File: src/rtl/fir_lbll_ctrl.sv
// rtl/fir_lbll_ctrl.sv - key load, flush and sample sequencing for a logic-locked FIR
// Serial key shift/commit, RST_CYC-cycle FIR flush, then one sample per SETTLE window.
module fir_lbll_ctrl #(
    parameter int NBITS   = 64,
    parameter int DW      = 32,
    parameter int SETTLE  = 50,
    parameter int RST_CYC = 2
) (
    input  logic             clk,
    input  logic             rst,
    input  logic             key_start,
    input  logic             key_bit,
    input  logic             key_valid,
    output logic             key_ready,
    output logic             key_done,
    output logic [NBITS-1:0] lbll_key,
    output logic             fir_rst,
    output logic [DW-1:0]    fir_inData,
    input  logic [DW-1:0]    fir_outData,
    input  logic             in_valid,
    input  logic [DW-1:0]    in_data,
    output logic             in_ready,
    output logic             out_valid,
    output logic [DW-1:0]    out_data,
    input  logic             out_ready
);

    localparam int BW = (NBITS > 1) ? $clog2(NBITS) : 1;
    localparam int SW = (SETTLE > 1) ? $clog2(SETTLE) : 1;
    localparam int RW = (RST_CYC > 1) ? $clog2(RST_CYC) : 1;

    localparam logic [BW-1:0] BIT_LAST    = BW'(NBITS - 1);
    localparam logic [SW-1:0] SETTLE_LAST = SW'(SETTLE - 1);
    localparam logic [RW-1:0] FLUSH_LAST  = RW'(RST_CYC - 1);

    typedef enum logic [2:0] {
        S_IDLE,
        S_LOAD,
        S_FLUSH,
        S_READY,
        S_SETTLE,
        S_HOLD
    } state_t;

    state_t state_q, state_d;

    // Only the first NBITS-1 bits need storing; the last bit goes straight into lbll_key.
    logic [NBITS-2:0] shift_q;
    logic [NBITS-1:0] shift_d;
    logic [BW-1:0]    bit_cnt_q;
    logic [SW-1:0]    settle_cnt_q;
    logic [RW-1:0]    flush_cnt_q;

    logic clr_bits;
    logic key_beat;
    logic last_beat;
    logic accept;
    logic capture;

    assign shift_d = {shift_q, key_bit};

    always_comb begin
        state_d   = state_q;
        clr_bits  = 1'b0;
        key_beat  = 1'b0;
        last_beat = 1'b0;
        accept    = 1'b0;
        capture   = 1'b0;
        key_ready = 1'b0;
        key_done  = 1'b0;
        fir_rst   = 1'b1;
        in_ready  = 1'b0;
        case (state_q)
            S_IDLE: begin
                if (key_start) begin
                    state_d  = S_LOAD;
                    clr_bits = 1'b1;
                end
            end
            S_LOAD: begin
                key_ready = 1'b1;
                if (key_valid) begin
                    key_beat = 1'b1;
                    if (bit_cnt_q == BIT_LAST) begin
                        last_beat = 1'b1;
                        state_d   = S_FLUSH;
                    end
                end
            end
            S_FLUSH: begin
                if (flush_cnt_q == '0) begin
                    state_d = S_READY;
                end
            end
            S_READY: begin
                key_done = 1'b1;
                fir_rst  = 1'b0;
                in_ready = ~key_start;
                // A new key request wins over a sample offered in the same cycle.
                if (key_start) begin
                    state_d  = S_LOAD;
                    clr_bits = 1'b1;
                end else if (in_valid) begin
                    accept  = 1'b1;
                    state_d = S_SETTLE;
                end
            end
            S_SETTLE: begin
                key_done = 1'b1;
                fir_rst  = 1'b0;
                if (settle_cnt_q == '0) begin
                    capture = 1'b1;
                    state_d = S_HOLD;
                end
            end
            S_HOLD: begin
                key_done = 1'b1;
                fir_rst  = 1'b0;
                if (out_ready) begin
                    state_d = S_READY;
                end
            end
            default: begin
                state_d = S_IDLE;
            end
        endcase
    end

    always_ff @(posedge clk) begin
        if (rst) begin
            state_q      <= S_IDLE;
            shift_q      <= '0;
            bit_cnt_q    <= '0;
            settle_cnt_q <= '0;
            flush_cnt_q  <= '0;
            lbll_key     <= '0;
            fir_inData   <= '0;
            out_data     <= '0;
            out_valid    <= 1'b0;
        end else begin
            state_q <= state_d;

            if (clr_bits) begin
                bit_cnt_q <= '0;
            end else if (key_beat) begin
                bit_cnt_q <= bit_cnt_q + BW'(1);
            end

            if (key_beat) begin
                shift_q <= shift_d[NBITS-2:0];
            end

            if (last_beat) begin
                lbll_key    <= shift_d;
                flush_cnt_q <= FLUSH_LAST;
            end else if (state_q == S_FLUSH && flush_cnt_q != '0) begin
                flush_cnt_q <= flush_cnt_q - RW'(1);
            end

            if (accept) begin
                fir_inData   <= in_data;
                settle_cnt_q <= SETTLE_LAST;
            end else if (state_q == S_SETTLE && settle_cnt_q != '0) begin
                settle_cnt_q <= settle_cnt_q - SW'(1);
            end

            if (capture) begin
                out_data  <= fir_outData;
                out_valid <= 1'b1;
            end else if (state_q == S_HOLD && out_ready) begin
                out_valid <= 1'b0;
            end
        end
    end

endmodule

File: config.mk
export PLATFORM = sky130hd
export DESIGN_NAME = fir_lbll_ctrl
export DESIGN_NICKNAME = d
export VERILOG_FILES = /design/src/rtl/fir_lbll_ctrl.sv
export SDC_FILE = /design/constraint.sdc
export NUM_CORES = 1
export LEC_CHECK = 0
export ABC_AREA = 1
export BUFFER_PORTS_ARGS = -buffer_cell sky130_fd_sc_hd__buf_4
export CAP_MARGIN = 20
export CORE_UTILIZATION = 49
export CTS_BUF_LIST = sky130_fd_sc_hd__clkbuf_2
export DETAILED_ROUTE_END_ITERATION = 7
export PLACE_DENSITY_LB_ADDON = 0.12
export SETUP_SLACK_MARGIN = 0.02
export SYNTH_ARGS = -nofsm -noshare
export SYNTH_HDL_FRONTEND = slang
export SYNTH_SLANG_ARGS = --single-unit
export TNS_END_PERCENT = 1
File: constraint.sdc
create_clock -name clk -period 1.65 [get_ports clk]
set_clock_uncertainty 0.2 [all_clocks]
set_input_delay 0.495 -clock clk [delete_from_list [all_inputs] [get_ports clk]]
set_output_delay 0.495 -clock clk [all_outputs]
set_load 0.01 [all_outputs]
==> results_dict.tcl, run 1 <==
set metrics [dict create \
    status "finished, violations left" \
    violations "setup timing" \
    cpPeakStageDelay_ps 370 \
    worst-path-max-fanout 3 \
    rows 46 \
    drt_first_pass_iters 5 \
    cp_top_family "flip-flops" \
    seq_area_frac_synth_pct 52.5 \
    max_slew_margin_pct 62.3 \
    path_depth 7 \
    synth_top_area_cell "dfxtp_1" \
    worstHoldPathCells 7 \
    die_area_mm2 0.0167 \
    die_height_um 129 \
    ant_nets 0 \
    areaGrowthSynthToFinish_pct 49.8 \
    drv_cap 0 \
    cpMostUsedCell "inv_2" \
    io_pins 204 \
    grtUsageTotal_pct 24.3 \
    period_share_pct 141 \
    hold_violations 0 \
    synth_cells 914 \
    crit_buf_inv 4 \
    cp.required_ps 950 \
    ys_warn_count 0 \
    arrival_ps 1630 \
    hpwl_um 12200 \
    clk_pin_slew_worst_paths_ps 90 \
    leakagePower_uw 0.00507 \
    netlist_area_mm2 0.00793 \
    layout-drive-gt1-share_pct 44.8 \
    ir_drop_uv 557 \
    initial_core_util_pct 50.1 \
    clk_latency_ps 780 \
    numCtsBuffers 51 \
    cp_slowest_cell "dfxtp_4" \
    cts_buffer_depth 3 \
    overflow 0 \
    portBuffers 203 \
    powerDensity_mw_per_mm2 1180 \
    finalMaxSlewViolations 0 \
    mostFrequentLayoutCells "nor2_1 (221), buf_6 (128), dfxtp_2 (127), buf_4 (122), o21ai_0 (103)" \
    avgSynthCellArea_um2 8.67 \
    ff2ff_path_depth 17 \
    grt_pass1_vias 6959 \
    crit_chain "inv_2 > nand2_4 > nor2_4 > inv_2 > nand2_2 > inv_2 > buf_6" \
    grt_pass1_wl_um 32700 \
    die_w_um 129 \
    start_kind "flip-flop" \
    antenna_found_initial 2 \
    synth.ff_latch_count 208 \
    wl_per_cell_um 15.4 \
    cts.sinks 208 \
    synth.distinct_cells 34 \
    vias_per_cell 5.00 \
    tightest_slew_ps 560 \
    drc 0 \
    rsz0062_at_grt "true" \
    synth_fp_nets 988 \
    setup_viol 199 \
    layout.nets 1316 \
    placed_area_mm2 0.00986 \
    final_area_mm2 0.0119 \
    max_freq_ghz 0.431 \
    final_common_cell "nor2_1" \
    wl_um 23100 \
    grt_max_degree 52 \
    vias 7487 \
    htree_levels 2 \
    core-area_mm2 0.0158 \
    root_buffer "clkbuf_2" \
    synth_area_leaders "dfxtp_1 (53%), nor2_1 (11%), o21ai_0 (8.5%)" \
    yosys.area.top_type_share_pct 52.5 \
    end_kind "primary output" \
    drt-initial-drc-count 337 \
    layout_min_cycle_time_ps 2320 \
    crit_type "flip-flop to primary output" \
    gp_congestion 0.772 \
    min_path_type "primary input to flip-flop" \
    power.total_uw 14000 \
    fin_ws_ps -670 \
    cts_tree "built" \
]
-- repair_timing --
action	in CTS	in global routing
pin swaps	4	4
setup buffers	11	1
setup endpoints to repair	227	298
resized for setup	155	168
hold endpoints to repair	98	0
hold buffers	70	0
-- where the power goes --
group	leakage (uW)	internal [uW]	switching, uW
registers	0.00175	5800	459
clock network	0.000349	1360	2010
logic	0.00298	1960	2370
-- registers in the layout, indices dropped and copies added (netlist names) --
signal and count:
lbll_key 64, shift_q 63, fir_inData 32, out_data 32
bit_cnt_q 6, settle_cnt_q 6, state_q 3, flush_cnt_q 1
out_valid 1
-- worst min-delay path, delay by kind of cell --
family	cells	cell delay [ps]
and+or+nand+nor	3	300
buffers and inverters	3	200
AOI/OAI and AO/OA	1	90
-- routing by layer --
metal	vias up	GRT usage (%)	wire, um
met5	-	0	0
met4	0	13.2	785
met3	68	5.86	1630
met2	285	40.9	11100
met1	3448	28.6	9540
li1	3686	-	-
-- cell type report --
cell class	instances	area, um2
inverters	84	327
fillers	1120	3950
clock buffers	75	375
clock inverters	14	78.8
repair buffers	335	3350
diodes	2	5.00
well taps	216	270
flip-flops and latches	208	4330
multi-input cells	562	3130
-- cells by family (layout without fill, tap and decap cells) --
kind of cell	count (synthesis)	in the layout	share of synthesized area, %
other	0	2	0
buffers and inverters	144	508	9.60
adder cells (fa/ha/maj)	3	3	0.474
AND/OR/NAND/NOR	289	289	15.1
XOR/XNOR	2	2	0.221
flip-flops	208	208	52.5
AO/OA/AOI/OAI	268	268	22.1
-- worst paths after layout --
check               from  slack (ps)             end
max           state_q[2]        -670         fir_rst
min            key_start         170  fir_inData[27]
max reg2reg   state_q[2]        -670    bit_cnt_q[1]
min reg2reg  shift_q[20]         240    lbll_key[21]
-- Yosys cell counts (all sizes together) --
cell type  instances
a211oi            58
nor3b              1
xor2               2
nand4              2
nor3               4
dfxtp            208
nor2             232
o21ai            139
ha                 3
o211ai             2
clkbuf            29
buf               31
nand3             12
o31ai              1
nand3b             1
nand2             37
inv               84
a21oi             68
-- metrics by stage --
step	hold WS [ps]	util, %	setup WS [ps]	setup TNS [ps]	cells
6_report	166	75.0	-670	-42790	1496
2_1_floorplan	238	-	10.0	0	914
3_3_place_gp	246	62.3	-56.7	-2150	1323
4_1_cts	28.5	72.6	-797	-54570	1493
3_5_place_dp	258	62.3	-87.4	-3270	1323
5_1_grt	173	75.0	-779	-62400	1496
Power figures use the tool's default switching activity.
==> inputs of run 2 (changes only) <==
--- a/config.mk
+++ b/config.mk
@@ -6,7 +6,7 @@
 export NUM_CORES = 1
 export LEC_CHECK = 0
 export ABC_AREA = 1
-export BUFFER_PORTS_ARGS = -buffer_cell sky130_fd_sc_hd__buf_4
+export BUFFER_PORTS_ARGS = -buffer_cell sky130_fd_sc_hd__buf_2
 export CAP_MARGIN = 20
 export CORE_UTILIZATION = 49
 export CTS_BUF_LIST = sky130_fd_sc_hd__clkbuf_2
==> run 2 against run 1 <==
Effect of this change:
- the run still ends with setup timing left
- register-to-register slack improved by 380 ps
- total power fell by 1.5%
- clock power barely moved
- combinational power fell by 5%
- core utilization fell by 1.2 points
- via count fell by 0.25%
- fmax rose by 0.52%
- sequential power barely moved
- worst setup slack improved by 12 ps
- critical endpoint unchanged
- largest power group unchanged
==> results_dict.tcl, run 2 (synthesis gave the netlist of run 1 again) <==
set metrics [dict create \
    status "finished, violations left" \
    violations "setup timing" \
    timing.rr.start "state_q[2]" \
    crit_type "flip-flop to primary output" \
    overflow 0 \
    areaGrowthSynthToFinish_pct 47.5 \
    fin_ws_ps -658 \
    cts_buffer_depth 3 \
    core-area_mm2 0.0158 \
    grtUsageTotal_pct 24.4 \
    hold_violations 0 \
    largest_register "lbll_key" \
    cp.required_ps 950 \
    powerDensity_mw_per_mm2 1180 \
    io_pins 204 \
    max_slew_margin_pct 74.1 \
    start_kind "flip-flop" \
    drt-initial-drc-count 332 \
    clk_pin_slew_worst_paths_ps 130 \
    layout-drive-gt1-share_pct 45.7 \
    mostFrequentLayoutCells "nor2_1 (216), buf_6 (134), dfxtp_2 (132), dfxtp_1 (74), clkbuf_2 (74)" \
    hpwl_um 11800 \
    layout_min_cycle_time_ps 2310 \
    utilization_pct 73.9 \
    initial_core_util_pct 50.1 \
    worst-path-max-fanout 3 \
    die_w_um 129 \
    rsz0062_at_grt "true" \
    cts_tree "built" \
    root_buffer "clkbuf_2" \
    ff2ff_path_depth 11 \
    ant_nets 0 \
    grt_pass1_wl_um 32700 \
    largest_register_ffs 64 \
    drc 0 \
    layout.nets 1311 \
    worstHoldPathCells 5 \
    arrival_ps 1610 \
    wl_um 22700 \
    fin_hold_ws_ps 61.7 \
    tightest_slew_ps 386 \
    r2r_end "fir_inData[14]" \
    htree_levels 2 \
    drv_cap 0 \
    min_path_type "primary input to flip-flop" \
    rows 46 \
    numCtsBuffers 51 \
    final_common_cell "nor2_1" \
    end_kind "primary output" \
    setup_viol 233 \
    period_share_pct 140 \
    grt_pass1_vias 6935 \
    drt_first_pass_iters 7 \
    gp_congestion 0.785 \
    die_height_um 129 \
    endpoint "fir_rst" \
    portBuffers 203 \
    grt_max_degree 50 \
    finalMaxSlewViolations 0 \
    antenna_found_initial 1 \
    largestRegisters "lbll_key (64), shift_q (63)" \
    die_area_mm2 0.0167 \
    dp_slack_ps -128 \
    ir_drop_uv 555 \
    clk_latency_ps 800 \
    ff2ff_setup_slack_ps -290 \
    max_freq_ghz 0.433 \
    vias 7468 \
    cts.sinks 208 \
    leakagePower_uw 0.00500 \
    vias_per_cell 5.02 \
    crit_start "state_q[2]" \
    wl_per_cell_um 15.3 \
]
[run 2: cell types whose count changed in the layout (fill, tap and decap cells not counted), moves of 4 or more]
cell and change:
nor2_1 -5, buf_6 +6, inv_2 -4, o21ai_2 +7, o21ai_1 +30, o21ai_0 -37
buf_2 +71, dfxtp_2 +5, nor2_2 +5, dfxtp_1 -5, clkinv_1 -5, buf_4 -81
inv_1 +4
[run 2: critical path, cell delays in order, from the launching register on]
cell and delay [ps]:
dfxtp_4 370, inv_2 70, nand2_4 50, nor2_4 100, inv_2 50, nand2_2 50, inv_1 30, buf_2 120
[run 2: how the worst min path moves through the flow]
stage,from,endpoint,slack [ps]
3_5_place_dp,shift_q[62],lbll_key[63],250
4_1_cts,in_valid,fir_inData[29],6
2_1_floorplan,shift_q[62],lbll_key[63],240
5_1_grt,in_valid,fir_inData[8],30
3_3_place_gp,shift_q[62],lbll_key[63],260
6_report,in_valid,fir_inData[1],60
[run 2: timing repair]
action,4_1_cts,5_1_grt
setup buffers,6,1
pin swaps,4,14
gates resized for setup,261,126
hold buffers,69,0
endpoints found under the setup margin,238,334
endpoints found under the hold margin,113,0
[run 2: power breakdown]
part	internal, uW	switching, uW	total, uW
Clock	1340	2000	3340
Combinational	1830	2300	4130
Sequential	5800	467	6270
Total	8980	4760	13700
[run 2: metal layers]
layer / part of all wire [%] / routed length [um] / up-vias / track usage (%)
met1: 40 / 9060 / 3408 / 28.0
met3: 8.6 / 1940 / 84 / 7.64
li1: - / - / 3677 / -
met5: 0 / 0 / - / 0
met2: 47 / 10700 / 299 / 41.3
met4: 4.4 / 1000 / 0 / 11.8
[run 2: area by class of cell]
type                    instances  area (um2)
fillers                      1099        4140
repair buffers                330        3160
well taps                     216         270
diodes                          1        2.50
clock buffers                  74         370
multi-input cells             562        3150
flip-flops and latches        208        4340
inverters                      84         327
clock inverters                12        75.1
[run 2: metrics by stage]
step	cells	area, um2	power [uW]	TNS, ps
after floorplan	914	7960	8270	0
after global placement	1324	9360	9380	-2260
after detailed placement	1324	9360	9430	-5010
after CTS	1485	11500	13400	-54630
after global routing	1487	11700	14600	-67360
final	1487	11700	13700	-42620
==> inputs of run 3 (changes only) <==
==> constraint.sdc (replaced) <==
create_clock -name clk -period 2.1 [get_ports clk]
set_clock_uncertainty 0.2 [all_clocks]
set_input_delay 0.63 -clock clk [delete_from_list [all_inputs] [get_ports clk]]
set_output_delay 0.63 -clock clk [all_outputs]
set_load 0.01 [all_outputs]
==> run 3 against run 2 <==
Effect of this change:
- worst setup slack improved by 300 ps
- flip-flop and latch count unchanged
- critical endpoint unchanged
- worst hold slack improved by 24 ps
- die area unchanged
- register-to-register slack improved by 360 ps
- sequential power decreased by 22%
- the flow still finishes with violations (setup timing)
- total power decreased by 23%
- global-route usage decreased by 0.057 points
- highest routed layer unchanged
- count of clock-buffer cells in the layout increased by 2
- non-clock buffer count decreased by 35
- final area decreased by 3.8%
==> results_dict.tcl, run 3 (synthesis gave the netlist of run 1 again) <==
set metrics [dict create \
    leakagePower_uw 0.00480 \
    initial_core_util_pct 50.1 \
    wl_per_cell_um 14.5 \
    die_w_um 129 \
    crit_buf_inv 4 \
    gp_congestion 0.736 \
    layout-drive-gt1-share_pct 41.7 \
    cp.required_ps 1270 \
    cpMostUsedCell "inv_2" \
    fin_ws_ps -361 \
    overflow 0 \
    setup_viol 6 \
    worst-path-max-fanout 7 \
    cp_top_family "flip-flops" \
    grt_pass1_wl_um 32700 \
    largest_register_ffs 64 \
    wl_um 21200 \
    met3_usage_pct 6.32 \
    largestRegisters "lbll_key (64), shift_q (63)" \
    ir_drop_uv 447 \
    core-area_mm2 0.0158 \
    vias_per_cell 4.92 \
    rows 46 \
    mostFrequentLayoutCells "nor2_1 (228), o21ai_0 (134), buf_6 (132), dfxtp_2 (128)" \
    grt_max_degree 69 \
    cts.sinks 208 \
    rsz0062_at_grt "true" \
    end_kind "primary output" \
    placedCellCount 1288 \
    hpwl_um 11400 \
    cts_buffer_depth 3 \
    ff2ff_setup_slack_ps 70 \
    largest_register "lbll_key" \
    status "finished, violations left" \
    start_kind "flip-flop" \
    portBuffers 203 \
    powerDensity_mw_per_mm2 937 \
    fin_setup_tns_ps -1370 \
    htree_levels 2 \
    drt_first_pass_iters 5 \
    vias 7175 \
    clk_pin_slew_worst_paths_ps 110 \
    max_freq_ghz 0.406 \
    final_common_cell "nor2_1" \
    root_buffer "clkbuf_2" \
    fin_cells 1457 \
    drv_cap 0 \
    ant_nets 0 \
    hold_violations 0 \
    grt_use_met1_pct 28.7 \
    tightest_slew_ps 663 \
    areaGrowthSynthToFinish_pct 41.8 \
    antenna_found_initial 1 \
    clk_latency_ps 780 \
    busiest_layer "met2" \
    met2_usage_pct 40.7 \
    min_path_type "primary input to flip-flop" \
    violations "setup timing" \
    cpPeakStageDelay_ps 390 \
    arrival_ps 1630 \
    numCtsBuffers 52 \
    fin_hold_ws_ps 86.0 \
    crit_chain "inv_6 > nor2_4 > inv_2 > nand2_2 > inv_2 > buf_6" \
    io_pins 204 \
    drc 0 \
    cp_slowest_cell "dfxtp_4" \
    cts_tree "built" \
    die_height_um 129 \
    grt_pass1_vias 6828 \
    finalMaxSlewViolations 0 \
    layout_min_cycle_time_ps 2460 \
    layout.nets 1277 \
    max_slew_margin_pct 55.8 \
    crit_type "flip-flop to primary output" \
    period_share_pct 117 \
    grtUsageTotal_pct 24.3 \
    die_area_mm2 0.0167 \
    drt-initial-drc-count 388 \
]
[run 3: timing repair]
action,in CTS,in global routing
setup endpoints to repair,133,137
pin swaps,2,1
gates resized for setup,270,23
buffers inserted,6,2
hold buffers,69,0
hold endpoints to repair,69,0
[run 3: path summary, 6_finish.rpt]
check / start / endpoint / cells past startpoint
max: state_q[1] / fir_rst / 6
min: out_ready / out_valid / 4
max reg2reg: state_q[1] / bit_cnt_q[2] / 10
min reg2reg: shift_q[62] / lbll_key[63] / 2
[run 3: routing by layer]
layer | share of wire, % | wire length, um
met5 | 0 | 0
met2 | 47 | 9940
met4 | 3.4 | 718
met1 | 42 | 8940
met3 | 7.4 | 1560
[run 3: final cells by class]
class | count | area (um2)
Antenna cell | 1 | 2.50
Multi-Input combinational cell | 562 | 3040
Fill cell | 1147 | 4590
Clock inverter | 15 | 83.8
Clock buffer | 76 | 380
Timing Repair Buffer | 295 | 2800
Tap cell | 216 | 270
Sequential cell | 208 | 4340
Inverter | 84 | 327
[run 3: tightest hold or removal path: stages]
cell,delay [ps]
buf_2,100
inv_1,70
o31ai_1,70
a21oi_1,140
[run 3: where the power goes]
part	switching [uW]	internal (uW)
Combinational	1700	1270
Sequential	342	4560
Clock	1570	1080
[run 3: through the flow]
step | power (uW) | cell area, um2 | setup WS, ps | util, %
after floorplan | 6490 | 7930 | 307 | -
after global placement | 7160 | 8980 | 188 | 56.7
after detailed placement | 7200 | 8980 | 177 | 56.7
after CTS | 10400 | 11200 | -394 | 70.5
after global routing | 11200 | 11200 | -460 | 71.0
final | 10500 | 11200 | -361 | 71.0
